===== src/rtl/sensor_hub_pkg.sv =====
// Shared constants, state types and bit-timing helper for the sensor hub serial blocks.
package sensor_hub_pkg;

  localparam logic [7:0] ASCII_CR   = 8'h0D;
  localparam logic [7:0] ASCII_LF   = 8'h0A;
  localparam logic [7:0] ASCII_0    = 8'h30;
  localparam logic [7:0] ASCII_9    = 8'h39;
  localparam int         PREFIX_LEN = 7;
  localparam logic [8*PREFIX_LEN-1:0] PREFIX = "Temp = ";

  typedef enum logic [1:0] {P_MATCH, P_DIGITS, P_EXPECT_LF, P_SKIP} parser_state_t;
  typedef enum logic [1:0] {RX_IDLE, RX_START, RX_DATA, RX_STOP} rx_state_t;

  function automatic int clksPerBit(input int clkFreq, input int baud);
    return clkFreq / baud;
  endfunction

  // Character idx of PREFIX, counted from the left; out-of-range indices give 0.
  function automatic logic [7:0] prefixChar(input logic [2:0] idx);
    logic [8*PREFIX_LEN-1:0] w_shifted;
    w_shifted = PREFIX << (8 * idx);
    return w_shifted[8*PREFIX_LEN-1 -: 8];
  endfunction

endpackage


===== src/rtl/uart_rx.sv =====
// 8N1 byte receiver: 2-flop synchronizer, mid-bit sampling, one-cycle valid / frame error pulses.
module uart_rx
  import sensor_hub_pkg::*;
#(
  parameter int CLK_FREQ = 1_000_000,
  parameter int BAUD     = 9600
) (
  input  logic       clk,
  input  logic       rst,
  input  logic       rx,
  output logic [7:0] rx_data,
  output logic       rx_valid,
  output logic       frame_err
);

  localparam int CLKS_PER_BIT = clksPerBit(CLK_FREQ, BAUD);
  localparam int CW           = $clog2(CLKS_PER_BIT + 1);
  localparam logic [CW-1:0] FULL_LAST = CW'(CLKS_PER_BIT - 1);
  localparam logic [CW-1:0] HALF_LAST = CW'(CLKS_PER_BIT / 2 - 1);

  rx_state_t     r_state, w_nextState;
  logic [CW-1:0] r_cnt, w_nextCnt;
  logic [2:0]    r_bitIdx, w_nextBitIdx;
  logic [7:0]    r_shift, w_nextShift;
  logic          r_sync1, r_sync2, r_syncPrev;
  logic          r_valid, w_nextValid;
  logic          r_frameErr, w_nextFrameErr;

  always_ff @(posedge clk) begin
    if (rst) begin
      r_sync1    <= 1'b1;
      r_sync2    <= 1'b1;
      r_syncPrev <= 1'b1;
      r_state    <= RX_IDLE;
      r_cnt      <= '0;
      r_bitIdx   <= '0;
      r_shift    <= '0;
      r_valid    <= 1'b0;
      r_frameErr <= 1'b0;
    end else begin
      r_sync1    <= rx;
      r_sync2    <= r_sync1;
      r_syncPrev <= r_sync2;
      r_state    <= w_nextState;
      r_cnt      <= w_nextCnt;
      r_bitIdx   <= w_nextBitIdx;
      r_shift    <= w_nextShift;
      r_valid    <= w_nextValid;
      r_frameErr <= w_nextFrameErr;
    end
  end

  // The counter restarts at every sample point, so each phase compares against its own length.
  always_comb begin
    w_nextState    = r_state;
    w_nextCnt      = r_cnt + CW'(1);
    w_nextBitIdx   = r_bitIdx;
    w_nextShift    = r_shift;
    w_nextValid    = 1'b0;
    w_nextFrameErr = 1'b0;
    case (r_state)
      RX_IDLE: begin
        w_nextCnt = '0;
        if (r_syncPrev && !r_sync2) w_nextState = RX_START;
      end
      RX_START: begin
        if (r_cnt == HALF_LAST) begin
          w_nextCnt    = '0;
          w_nextBitIdx = '0;
          w_nextState  = r_sync2 ? RX_IDLE : RX_DATA;
        end
      end
      RX_DATA: begin
        if (r_cnt == FULL_LAST) begin
          w_nextCnt   = '0;
          w_nextShift = {r_sync2, r_shift[7:1]};
          if (r_bitIdx == 3'd7) w_nextState = RX_STOP;
          else                  w_nextBitIdx = r_bitIdx + 3'd1;
        end
      end
      RX_STOP: begin
        if (r_cnt == FULL_LAST) begin
          w_nextCnt   = '0;
          w_nextState = RX_IDLE;
          if (r_sync2) w_nextValid    = 1'b1;
          else         w_nextFrameErr = 1'b1;
        end
      end
      default: w_nextState = RX_IDLE;
    endcase
  end

  assign rx_data   = r_shift;
  assign rx_valid  = r_valid;
  assign frame_err = r_frameErr;

endmodule


===== src/rtl/ascii_uart_receiver.sv =====
// Receives "Temp = <n>\r\n" lines over UART and reports the parsed temperature or line errors.
module ascii_uart_receiver
  import sensor_hub_pkg::*;
#(
  parameter int CLK_FREQ = 1_000_000,
  parameter int BAUD     = 9600
) (
  input  logic       clk,
  input  logic       rst,
  input  logic       uart_rx,
  output logic [7:0] temp_value,
  output logic       temp_valid,
  output logic       parse_err,
  output logic       frame_err
);

  logic [7:0] w_rxData;
  logic       w_rxValid;
  logic       w_frameErr;

  uart_rx #(
    .CLK_FREQ(CLK_FREQ),
    .BAUD    (BAUD)
  ) u_rx (
    .clk      (clk),
    .rst      (rst),
    .rx       (uart_rx),
    .rx_data  (w_rxData),
    .rx_valid (w_rxValid),
    .frame_err(w_frameErr)
  );

  parser_state_t r_state, w_nextState;
  logic [2:0]    r_idx, w_nextIdx;
  logic [9:0]    r_acc, w_nextAcc;
  logic [1:0]    r_ndig, w_nextNdig;
  logic [7:0]    r_tempValue;
  logic          r_tempValid, r_parseErr;
  logic          w_setValid, w_setErr;
  logic          w_isDigit, w_isLf, w_isCr;

  assign w_isDigit = (w_rxData >= ASCII_0) && (w_rxData <= ASCII_9);
  assign w_isLf    = (w_rxData == ASCII_LF);
  assign w_isCr    = (w_rxData == ASCII_CR);

  always_ff @(posedge clk) begin
    if (rst) begin
      r_state     <= P_MATCH;
      r_idx       <= '0;
      r_acc       <= '0;
      r_ndig      <= '0;
      r_tempValue <= '0;
      r_tempValid <= 1'b0;
      r_parseErr  <= 1'b0;
    end else begin
      r_state     <= w_nextState;
      r_idx       <= w_nextIdx;
      r_acc       <= w_nextAcc;
      r_ndig      <= w_nextNdig;
      r_tempValid <= w_setValid;
      r_parseErr  <= w_setErr;
      if (w_setValid) r_tempValue <= r_acc[7:0];
    end
  end

  // A framing error abandons a partly received line silently; between lines it is ignored.
  always_comb begin
    w_nextState = r_state;
    w_nextIdx   = r_idx;
    w_nextAcc   = r_acc;
    w_nextNdig  = r_ndig;
    w_setValid  = 1'b0;
    w_setErr    = 1'b0;
    if (w_frameErr) begin
      if (!(r_state == P_MATCH && r_idx == 3'd0)) begin
        w_nextState = P_SKIP;
        w_nextIdx   = '0;
      end
    end else if (w_rxValid) begin
      case (r_state)
        P_MATCH: begin
          if (w_rxData == prefixChar(r_idx)) begin
            if (r_idx == 3'(PREFIX_LEN - 1)) begin
              w_nextState = P_DIGITS;
              w_nextIdx   = '0;
              w_nextAcc   = '0;
              w_nextNdig  = '0;
            end else begin
              w_nextIdx = r_idx + 3'd1;
            end
          end else if (!(r_idx == 3'd0 && (w_isCr || w_isLf))) begin
            w_setErr    = 1'b1;
            w_nextIdx   = '0;
            w_nextState = w_isLf ? P_MATCH : P_SKIP;
          end
        end
        P_DIGITS: begin
          if (w_isDigit && r_ndig < 2'd3) begin
            w_nextAcc  = r_acc * 10'd10 + {6'd0, w_rxData[3:0]};
            w_nextNdig = r_ndig + 2'd1;
          end else if (w_isCr && r_ndig != 2'd0) begin
            w_nextState = P_EXPECT_LF;
          end else begin
            w_setErr    = 1'b1;
            w_nextState = w_isLf ? P_MATCH : P_SKIP;
          end
        end
        P_EXPECT_LF: begin
          if (w_isLf) begin
            w_nextState = P_MATCH;
            if (r_acc <= 10'd255) w_setValid = 1'b1;
            else                  w_setErr   = 1'b1;
          end else begin
            w_setErr    = 1'b1;
            w_nextState = P_SKIP;
          end
        end
        P_SKIP: begin
          if (w_isLf) w_nextState = P_MATCH;
        end
        default: w_nextState = P_MATCH;
      endcase
    end
  end

  assign temp_value = r_tempValue;
  assign temp_valid = r_tempValid;
  assign parse_err  = r_parseErr;
  assign frame_err  = w_frameErr;

endmodule


===== config.mk =====
export PLATFORM = sky130hd
export DESIGN_NAME = ascii_uart_receiver
export DESIGN_NICKNAME = d
export VERILOG_FILES = /design/src/rtl/sensor_hub_pkg.sv /design/src/rtl/uart_rx.sv /design/src/rtl/ascii_uart_receiver.sv
export SDC_FILE = /design/constraint.sdc
export NUM_CORES = 1
export LEC_CHECK = 0
export CAP_MARGIN = 20
export CORE_AREA = 2 2 80 82
export DETAILED_ROUTE_END_ITERATION = 6
export DIE_AREA = 0 0 82 84
export GPL_ROUTABILITY_DRIVEN = 1
export GPL_TIMING_DRIVEN = 0
export HOLD_SLACK_MARGIN = 0.05
export PLACE_DENSITY = 0.66
export SYNTH_ARGS = -nofsm -noshare
export SYNTH_HDL_FRONTEND = slang
export SYNTH_SLANG_ARGS = --single-unit

===== constraint.sdc =====
create_clock -name clk -period 6.1 [get_ports clk]
set_clock_uncertainty 0.2 [all_clocks]
set_input_delay 0.915 -clock clk [delete_from_list [all_inputs] [get_ports clk]]
set_output_delay 0.915 -clock clk [all_outputs]
set_load 0.005 [all_outputs]

==> results.cfg <==
[clock_network]
clock_latency_ps = 310
htree_levels = 2
cts.clk_slew.worst_paths_ps = 90
tritoncts = yes
clock_sinks = 52
cts_setup_buffers = 0
clk_path_buf_depth = 2
cts-buffers-inserted = 5
ctsResizeCount = 0
hold_buffers = 0
cts_root_buf = clkbuf_8

[power]
peakVddDrop_mv = 0.08474
p_sw_w = 0.0001197
leakage_nw = 1.411
pwr-share-comb_pct = 2.0
power.density_mw_per_mm2 = 169.5
pwr-share-clk_pct = 35.3
p_int_w = 0.0004237
p_seq_share_pct = 62.7
power_switching_share_pct = 22.02

[grt]
grt_util_met1_pct = 24.32
grt.busiest_layer = met2
grt_pass1_vias = 2048
grt_max_degree = 17
use_met3_pct = 3.571
antenna_found_initial = 0
grt_use_met2_pct = 28.01
grt_first_pass_wirelength_microns = 9473
gr-total-overflow = 0
track_usage_pct = 17.61

[placement]
place_area_sq_mm = 0.003119
port_buffers = 12
place_congestion = 0.8170
dp_hpwl_microns = 4159
dp_cells = 404
place_ws_ps = 3269

[sta]
worstMarginPinSlew_ps = 662.1
min_period_over_period_pct = 46.61
rsz0062_at_grt = false
slew_headroom_pct = 55.49
setup_ws_ps = 3257
timing_hold_violations_final = 0
fin_crit_ps = 2843
max_freq_ghz = 0.3517
drv_slew = 0
tns_ps = 0
finalSetupViolations = 0
fin_hold_ws_ps = 221.6

[synthesis]
synth_seq_area_share_pct = 35.86
async_reset_ff_share_pct = 0
ys_types = 52
synth.area.mux_share_pct = 9.397
synth-compound-area-share_pct = 12.11
synth_area_per_cell_sq_um = 9.215
synthAdderAreaFrac_pct = 11.72
synth-simple-area-share_pct = 21.81
synthXorXnorAreaFrac_pct = 6.207
synth_nets = 344
netlist_instances = 315
syn-cell-area_sq_mm = 0.002903
yosys_most_used_dff = dfxtp_1
synth_top_family_by_area = simple AND/OR/NAND/NOR gates
ys_ff_latch = 52
synth_edf_count = 0
ys_warn_count = 0

[detailed_routing]
wl_microns = 5591
drt_iter0_drc = 135
vias_per_cell = 5.328
post_drt_wl_per_cell_microns = 13.57
ant_nets = 0
dr.pass1.iters = 4
vias = 2195
drc = 0

[critical_path]
crit_required_ps = 6140
crit_type = reg2reg
arrival_ps = 2880
r2r_cells = 9
r2r_setup_slack_ps = 3260
r2r_end = r_acc[9]
crit_path_max_fanout = 5
worstSetupStartpointType = flop
worst_r2r_startpoint = r_acc[1]
cp-end-kind = flop

[finish]
drive_gt1_share_pct = 7.463
final_area_sq_mm = 0.003207
seq_area_sq_mm = 0.001041
fin_nets = 363
multiInputGateArea_sq_mm = 0.001778
fill_cells = 571
antenna_cells = 0
syn_to_final_growth_pct = 10.47
final_cells = 412

[min_path]
hold_end = u_rx.r_sync2
hold_depth = 1
min-delay-start = u_rx.r_sync1
hp-class = reg2reg

[die]
die-area_sq_mm = 0.006888
io_pins = 14
start_util_pct = 47.62
coreArea_sq_mm = 0.006096
die_h_microns = 84
rows = 29
die_w_microns = 82

[flow_run]
cap_violations = 0

[outcome]
status = completed
[placed cells by master, fill, tap and decap left out, types with 7 or more instances in the layout]
| cell type | netlist | layout |
|---|---|---|
| o21ai_0 | 7 | 7 |
| xnor2_1 | 11 | 11 |
| nor3_1 | 7 | 7 |
| xor2_1 | 7 | 7 |
| clkbuf_1 | 10 | 10 |
| dfxtp_1 | 52 | 52 |
| or2_2 | 7 | 7 |
| inv_1 | 11 | 11 |
| ha_1 | 24 | 24 |
| nand2_1 | 18 | 18 |
| nand3_1 | 9 | 9 |
| nor2_1 | 39 | 39 |
| clkdlybuf4s50_1 | 0 | 12 |
| nand2b_1 | 9 | 9 |
| mux2i_1 | 25 | 25 |
| a21oi_1 | 13 | 13 |
[cell usage after synthesis, types with 2 or more instances]
master	n	area, sq um
nand3b_1	6	45.04
mux2_2	2	22.52
nand2b_1	9	56.30
xnor2_1	11	96.34
dfxtp_1	52	1041
nor3b_1	3	22.52
nand4b_1	2	17.52
a211oi_1	3	22.52
a22o_1	6	52.55
xor2_1	7	61.31
nand2_1	18	67.56
a21o_1	6	45.04
ha_1	24	300.3
clkbuf_1	10	37.54
inv_1	11	41.29
nor3_1	7	35.03
mux2i_1	25	250.2
fa_1	2	40.04
nor2_1	39	146.4
or2_2	7	43.79
a31oi_1	2	12.51
o21ai_0	7	35.03
nand3_1	9	45.04
nor2b_1	5	31.28
o31ai_1	3	22.52
a21oi_1	13	65.06
[power groups by stage]
stage / sequential, W / combinational [W] / clock, W
2_1_floorplan: 0.000349 / 0.00000724 / 0
3_3_place_gp: 0.000349 / 0.0000105 / 0
3_5_place_dp: 0.000349 / 0.0000108 / 0
4_1_cts: 0.000341 / 0.0000110 / 0.000197
5_1_grt: 0.000341 / 0.0000123 / 0.000216
6_report: 0.000341 / 0.0000106 / 0.000192
[state kept, by name, summed over array words and instances (netlist names), named ones only]
signal and cells:
parse_err 1, r_acc 10, r_idx 3, r_ndig 2, r_state 2, temp_valid 1
temp_value 8, u_rx.frame_err 1, u_rx.r_bitIdx 3, u_rx.r_cnt 7, u_rx.r_state 1, u_rx.r_sync1 1
u_rx.r_sync2 1, u_rx.r_syncPrev 1, u_rx.rx_data 8, u_rx.rx_valid 1
[kinds of logic (layout without fill, tap and decap cells)]
kind of cell    Yosys count  count (layout)
mux                      27              27
buf+inv                  22              42
xor+xnor                 19              19
flops                    52              52
compound gates           50              50
simple gates            119             119
fa+ha+maj                26              26
[metrics by stage]
step                utilization (%)  total power (W)
finish                        52.61        0.0005434
global route                  52.61        0.0005693
CTS                           52.61        0.0005491
detailed placement            51.17        0.0003597
global placement              51.17        0.0003594
floorplan                         -        0.0003560
[layout make-up]
cell class                 count  share of cell area, %
clock inverter                 3                 0.5853
buffer                        11                  1.327
sequential                    52                  32.46
clock buffer                   5                  2.146
timing repair buffer          12                  3.746
inverter                      11                  1.288
multi-input combinational    241                  55.44
tap                           77                  3.004
[worst max-delay path by stage]
stage | start | to | slack (ps) | depth (start not counted)
6_report | r_acc[1] | r_acc[9] | 3260 | 9
5_1_grt | r_acc[1] | r_acc[9] | 3050 | 9
4_1_cts | r_acc[1] | r_acc[9] | 3220 | 9
3_5_place_dp | r_acc[1] | r_acc[9] | 3270 | 9
3_3_place_gp | r_acc[1] | r_acc[9] | 3290 | 9
2_1_floorplan | r_acc[1] | r_acc[9] | 3540 | 9
[worst max-delay path: stages (launching register included)]
cell	delay (ps)
dfxtp_1	490
ha_1	290
ha_1	220
fa_1	400
xor2_1	290
nand2_1	90
nor2_1	180
nand3_1	130
xnor3_1	360
o2bb2ai_1	120
[metal layers]
metal | routed length, microns | vias to the layer above | part of all wire, %
met5 | 0 | - | 0
met4 | 73 | 0 | 1.3
met3 | 120 | 5 | 2.1
met2 | 2555 | 30 | 46
met1 | 2842 | 1015 | 51
li1 | - | 1145 | -
Power figures use the tool's default switching activity.
